--- config.mk ---
export PLATFORM = sky130hd
export DESIGN_NAME = fir_l3_input_demux
export DESIGN_NICKNAME = d
export VERILOG_FILES = /design/src/rtl/fir_pkg.sv /design/src/rtl/fir_l3_input_demux.sv
export SDC_FILE = /design/constraint.sdc
export NUM_CORES = 1
export LEC_CHECK = 0
export ABC_AREA = 1
export ABC_CLOCK_PERIOD_IN_PS = 2500
export BUFFER_PORTS_ARGS = -buffer_cell sky130_fd_sc_hd__buf_2
export CORE_MARGIN = 3
export CORE_UTILIZATION = 59
export DETAILED_ROUTE_END_ITERATION = 10
export GPL_TIMING_DRIVEN = 0
export PLACE_DENSITY = 0.88
export SLEW_MARGIN = 5
export SYNTH_ARGS = -nofsm -noshare
export SYNTH_HDL_FRONTEND = slang
export SYNTH_SLANG_ARGS = --single-unit
export TNS_END_PERCENT = 1
--- constraint.sdc ---
create_clock -name clk -period 2.5 [get_ports clk]
set_input_delay 0.75 -clock clk [delete_from_list [all_inputs] [get_ports clk]]
set_output_delay 0.75 -clock clk [all_outputs]
set_load 0.05 [all_outputs]
--- src/rtl/fir_pkg.sv ---
// Shared types and defaults for the L-parallel reduced-complexity FIR.
package fir_pkg;
  localparam int FIR_DATA_IN_WIDTH = 16;
  localparam int FIR_PARALLEL_L    = 3;

  typedef logic signed [FIR_DATA_IN_WIDTH-1:0]                 fir_sample_t;
  typedef logic        [FIR_PARALLEL_L-1:0][FIR_DATA_IN_WIDTH-1:0] fir_block_t;

  typedef enum logic {
    COLLECT    = 1'b0,
    FLUSH_WAIT = 1'b1
  } demux_st_e;
endpackage

--- src/rtl/fir_l3_input_demux.sv ---
// Serial-to-parallel input stage: packs L consecutive samples into one
// registered, valid-qualified block; flush zero-pads a partial block.
module fir_l3_input_demux
  import fir_pkg::*;
#(
  parameter int DATA_IN_WIDTH = FIR_DATA_IN_WIDTH,
  parameter int L             = FIR_PARALLEL_L,
  parameter int COUNT_WIDTH   = 16
) (
  input  logic                       clk,
  input  logic                       reset_n,
  input  logic                       s_valid,
  output logic                       s_ready,
  input  logic [DATA_IN_WIDTH-1:0]   s_data,
  input  logic                       flush,
  output logic                       m_valid,
  input  logic                       m_ready,
  output logic [L*DATA_IN_WIDTH-1:0] m_data,
  output logic [$clog2(L+1)-1:0]     m_pad,
  output logic [COUNT_WIDTH-1:0]     block_count
);
  localparam int W  = DATA_IN_WIDTH;
  localparam int IW = $clog2(L);
  localparam int PW = $clog2(L+1);

  demux_st_e            st_q, st_d;
  logic [IW-1:0]        idx_q, idx_d;
  logic [L-2:0][W-1:0]  buf_q, buf_d;
  logic [L-1:0][W-1:0]  blk_d;
  logic [PW-1:0]        pad_d;
  logic                 last_lane, out_free, acc, complete, commit, load;

  assign last_lane = (idx_q == IW'(L-1));
  assign out_free  = !m_valid || m_ready;
  // Only the completing sample needs the output register; m_ready feeds s_ready directly.
  assign s_ready   = (st_q == COLLECT) && (!last_lane || out_free);
  assign acc       = s_valid && s_ready;
  assign complete  = acc && last_lane;

  always_comb begin
    st_d   = st_q;
    idx_d  = idx_q;
    buf_d  = buf_q;
    commit = 1'b0;
    if (acc) begin
      idx_d = last_lane ? '0 : idx_q + 1'b1;
      for (int k = 0; k < L-1; k++)
        if (idx_q == IW'(k)) buf_d[k] = s_data;
    end
    // A same-cycle sample is already folded into idx_d/buf_d before flush looks at it.
    case (st_q)
      COLLECT: begin
        if (flush && idx_d != '0) begin
          if (out_free) commit = 1'b1;
          else          st_d   = FLUSH_WAIT;
        end
      end
      FLUSH_WAIT: begin
        if (out_free) begin
          commit = 1'b1;
          st_d   = COLLECT;
        end
      end
      default: st_d = COLLECT;
    endcase
    for (int k = 0; k < L-1; k++)
      blk_d[k] = (complete || IW'(k) < idx_d) ? buf_d[k] : '0;
    blk_d[L-1] = complete ? s_data : '0;
    pad_d      = complete ? '0 : PW'(L) - PW'(idx_d);
    load       = complete || commit;
    if (commit) idx_d = '0;
  end

  always_ff @(posedge clk or negedge reset_n) begin
    if (!reset_n) begin
      st_q  <= COLLECT;
      idx_q <= '0;
      buf_q <= '0;
    end else begin
      st_q  <= st_d;
      idx_q <= idx_d;
      buf_q <= buf_d;
    end
  end

  always_ff @(posedge clk or negedge reset_n) begin
    if (!reset_n) begin
      m_valid     <= 1'b0;
      m_data      <= '0;
      m_pad       <= '0;
      block_count <= '0;
    end else begin
      if (load) begin
        m_valid <= 1'b1;
        m_data  <= blk_d;
        m_pad   <= pad_d;
      end else if (m_ready) begin
        m_valid <= 1'b0;
      end
      if (m_valid && m_ready) block_count <= block_count + 1'b1;
    end
  end
endmodule

; ---- Word-level counts from Yosys, hierarchy flattened
; Index checks and enable logic that the tools add are counted.
[classes]
addsub = 3
n_mul = 0
n_div = 0
n_lt_le_gt_ge = 2
eq_ne = 2
n_shift = 0
mux = 18
n_bitwise = 1
reduce_logical = 15
[ops]
columns = operator, count
row1 = $mux 16, 5
row2 = $mux 32, 1
row3 = $add 16x1->16 const B, 1
row4 = $mux 2, 4
row5 = $mux 1, 6
row6 = $logic_and 1x1->1, 5
row7 = $logic_or 1x1->1, 5
row8 = $lt 1x2->1 const A, 2
row9 = $pmux 1 s2, 2
row10 = $reduce_bool 2->1, 2
row11 = $add 2x1->2 const B, 1
row12 = $eq 2x1->1 const B, 1
row13 = $eq 2x2->1 const B, 1
row14 = $logic_not 1->1, 2
row15 = $logic_not 2->1, 1
row16 = $sub 2x2->2 const A, 1
row17 = $not 1->1, 1
[totals]
register_bits = 102
latchBits = 0
mem_bits_rw = 0
mem_bits_ro = 0
inputBits = 21
mem_count = 0

; ---- Depth between registers and ports, before layout
[depth]
depth_word = 12
ltp_mapped = 14

; ---- Worst setup path after synthesis
; OpenSTA, ideal clock, no wires.
[synth_timing]
kind = input to register
from = in m_ready
to = reg m_data[22]
setup_time_ps = 67
arrival_ps = 2225
slack_ps = 209
path_stages = 10
cell_sequence = nor2_1 > a21oi_2 > nand3_1 > buf_2 > nand2_2 > buf_2 > nand2_1 > inv_1 > nand2_1 > nand2_1
[synth_via]
elab_chain_len = 10
word_cells_on_any_way = 16
cone_classes = order compare: 1 / mux: 6 / reduce/logical: 9
[synth_rtl]
columns = element, line_no
row1 = start: declaration, fir_l3_input_demux.sv:17  ; input logic m_ready,
row2 = $logic_or 1x1->1 *, fir_l3_input_demux.sv:34  ; assign out_free = !m_valid || m_ready;
row3 = $logic_or 1x1->1 *, fir_l3_input_demux.sv:36  ; assign s_ready = (st_q == COLLECT) && (!last_lane || out_free);
row4 = $logic_and 1x1->1 *, fir_l3_input_demux.sv:36
row5 = net s_ready, fir_l3_input_demux.sv:13  ; output logic s_ready,
row6 = $logic_and 1x1->1 *, fir_l3_input_demux.sv:37  ; assign acc = s_valid && s_ready;
row7 = $mux 2, fir_l3_input_demux.sv:45  ; if (acc) begin
row8 = $reduce_bool 2->1, fir_l3_input_demux.sv:53  ; if (flush && idx_d != '0) begin
row9 = $logic_and 1x1->1, fir_l3_input_demux.sv:53
row10 = $mux 1, fir_l3_input_demux.sv:53
row11 = $pmux 1 s2, fir_l3_input_demux.sv:51  ; case (st_q)
row12 = $logic_or 1x1->1, fir_l3_input_demux.sv:70  ; load = complete || commit;
row13 = end signal: assignment, fir_l3_input_demux.sv:95  ; m_data <= blk_d;
row14 = end: declaration, fir_l3_input_demux.sv:18  ; output logic [L*DATA_IN_WIDTH-1:0] m_data,
; Mark *: on every way through the listed nets, which the timed path passes. The rest lies on a longest branch.
; A chain may end at the register's enable or synchronous reset.

; ---- Final worst setup path
[layout_timing]
from = reg idx_q[1]
to = out s_ready
[layout_via]
elab_chain_len = 4
[layout_rtl]
columns = element, line_no
row1 = start: declaration, fir_l3_input_demux.sv:27  ; logic [IW-1:0] idx_q, idx_d;
row2 = start signal: assignment, fir_l3_input_demux.sv:81  ; idx_q <= idx_d;
row3 = $eq 2x2->1, fir_l3_input_demux.sv:33  ; assign last_lane = (idx_q == IW'(L-1));
row4 = $logic_not 1->1, fir_l3_input_demux.sv:36
row5 = $logic_or 1x1->1, fir_l3_input_demux.sv:36
row6 = $logic_and 1x1->1, fir_l3_input_demux.sv:36
row7 = end: declaration, fir_l3_input_demux.sv:13
; No other way between the ends.

==> results by group <==
Outcome
  • Outcome: completed

Timing
  • Worst-margin pin slew: 0.841 ns
  • Final hold violations: 0
  • Slew Viols, Final: 0
  • Final setup vio count: 0
  • Final hold slack: between 0.4 and 0.5 ns
  • Fmax: roughly 470 MHz
  • Final Skew: about 0.013 ns
  • Final period utilization: a little under nine tenths
  • Setup total negative slack: 0 ns
  • Relative slew margins: a little over two fifths
  • Minimum clock period: between 2 and 2.5 ns
  • RSZ-0062 raised after global routing: no

Yosys
  • Avg Synthesized Cell Area: around 8.7 sq um
  • Number of flops mapped to enable cells by yosys: 0
  • Synthesized flop and latch total: around 100
  • Register area share after synthesis: between 50% and 60%
  • Top post-synthesis cells by count: nand2_1, dfrtp_1, inv_1, nand3_1, nor2_1
  • Async SR Flop Fraction: 100%
  • Synth area leaders: dfrtp_1, nand2_1, nand3_1, inv_1, xor2_1
  • Synth area leader: dfrtp_1
  • Syn nets: roughly 540
  • Area of the mapped netlist: around 0.0045 sq mm
  • Top cell type's share of synthesized area: 57.3%
  • Most frequent cell after synthesis: nand2_1
  • Cells after Synth: about 510
  • Most used flip-flop cell after synthesis: dfrtp_1
  • Ys Warns: 0
  • Synth cell types: 26

Worst setup path
  • Critical path class: flop to output pin
  • Worst endpoint required time: roughly 1.8 ns
  • CP Launch Type: flop
  • CP Max Fanout: 4
  • Crit path DAT: 1.38 ns
  • Crit end category: output pin
  • R2R cell count: 11

Cells and area
  • Share of cells above drive strength 1: 21.2%
  • FF+latch area: roughly 0.0026 sq mm
  • Cell area after layout: between 0.005 and 0.006 sq mm
  • Fillers: between 500 and 600
  • Layout Nets: approximately 640
  • # diodes: 0
  • Area of the multi-input gates: ~0.0015 sq mm
  • Util after Layout: 72.5%
  • Area delta synth->final: 18.8%

Clock tree
  • Root buf cell: clkbuf_8
  • Post-CTS setup buffer count: 0
  • CTS tree: yes
  • Worst skew pair latency: 0.35 ns
  • Hold_buf cts: 0
  • H-tree Lvls: 3
  • Post_cts resized: 0
  • Clock buffer depth: 2
  • Number of CTS-inserted buffers: 9
  • Clk slew on worst S/H paths: 0.09 ns
  • Sink Count: between 100 and 150

GRT
  • Largest net degree at the start of global routing: 68
  • First-pass GRT wire length: around 17,000 um
  • Vias in the first global route: around 3,800
  • Total GRT Usage: around 25%
  • Total congestion overflow: 0
  • Initial antenna violation count: 0

Place
  • Detailed placement HPWL: about 7400 um
  • Placed Area: roughly 0.0050 sq mm
  • PortBufs: 88
  • GPL Wtd Cong: 0.789

Detailed routing
  • Routed len/inst: about 14 um
  • DRC violation count after routing: 0
  • Vias per cell: approximately 5
  • Vias: between 3,000 and 4,000
  • Remaining antenna violation count: 0
  • First drt pass iteration count: 5
  • Final wirelength: slightly above 10,000 um
  • 1st-iter DRT viols: 228

Power
  • Leak: around 3.2 nW
  • Power density cells: 1430 mW/mm^2
  • VDD IR-drop max: roughly 0.94 mV
  • Pwr Total: 7.57 mW

Floorplan
  • Row cnt: 31
  • DIE WIDTH: between 90 and 100 um
  • Die H: between 90 and 100 um
  • Initial core utilization: slightly above 60%
  • Core area: about 0.0073 sq mm
  • DIE AREA: 0.00862 sq mm
  • Ports: slightly below 90

Run
  • # Max-Cap Violations: 0

Hold path
  • Hold/Removal Path Class: flop to flop
  • Hold Path Depth: 1
-- path summary, 6_finish.rpt --
kind	slack, ns	endpoint	start
min in group asynchronous	0.50	block_count[0]$_DFFE_PN0P_	reset_n
min reg2reg	0.47	block_count[15]$_DFFE_PN0P_	block_count[15]$_DFFE_PN0P_
max	0.37	s_ready	idx_q[1]$_DFF_PN0_
max reg2reg	0.62	m_data[42]$_DFFE_PN0P_	st_q$_DFF_PN0_
max in group asynchronous	1.31	buf_q[25]$_DFF_PN0_	reset_n
min	0.47	block_count[15]$_DFFE_PN0P_	block_count[15]$_DFFE_PN0P_
-- critical path, cell delays in order, from the launching register on --
cell and delay [ns]:
dfrtp_1 0.42, inv_2 0.12, nor2_4 0.05, a21oi_2 0.16, buf_2 0.28
-- routing by layer --
metal | track usage (%) | share of wire, % | up-vias
met5 | 0 | 0 | -
li1 | - | - | 1775
met1 | 30.8 | 41 | 1786
met4 | 6.96 | 1.4 | 0
met2 | 44.3 | 52 | 111
met3 | 4.31 | 5.7 | 18
-- metrics by stage --
stage               setup WS, ns  cells
floorplan                  0.209    514
global placement          -0.314    701
detailed placement         0.198    702
CTS                        0.358    717
global route               0.296    717
finish                     0.371    717
-- sequential cells by signal, indices dropped and copies added (netlist names) --
signal	flops
m_valid	1
idx_q	2
buf_q	32
st_q	1
m_pad	2
m_data	48
block_count	16
-- cell families after synthesis --
kind of cell / count (synthesis) / synth area share [%]
AO/OA/AOI/OAI: 19 / 2.47
XOR/XNOR: 15 / 2.95
adder cells (fa/ha/maj): 1 / 0.281
buffers and inverters: 83 / 8.38
flip-flops: 102 / 57.3
AND/OR/NAND/NOR: 294 / 28.6
-- final cells by class --
cell class,instances,share of cell area [%]
Clock buffer,11,2.48
Buffer,22,2.72
Sequential cell,102,48.2
Multi-Input combinational cell,329,28.9
Tap cell,99,2.34
Clock inverter,4,2.27
Timing Repair Buffer,89,8.75
Inverter,61,4.33
-- where the power goes --
group / total (mW) / leakage (nW) / switching, mW / internal [mW]
clock network: 1.30 / 0.124 / 0.539 / 0.763
logic: 3.72 / 1.77 / 2.75 / 0.976
registers: 2.55 / 1.30 / 0.298 / 2.25
total: 7.57 / 3.20 / 3.58 / 3.99
-- placed cells by master, fill, tap and decap left out, types with 5 or more instances in the layout --
cell / synthesis / routed
nand2_1: 195 / 195
dfrtp_1: 102 / 102
buf_2: 4 / 91
inv_1: 57 / 57
nand3_1: 56 / 56
nor2_1: 23 / 23
o21ai_0: 16 / 16
clkbuf_1: 8 / 10
xor2_1: 10 / 10
clkbuf_8: 0 / 9
buf_6: 7 / 7
nand4_1: 5 / 5
xnor2_1: 5 / 5
Note: power is estimated with default switching activity, not from simulation.
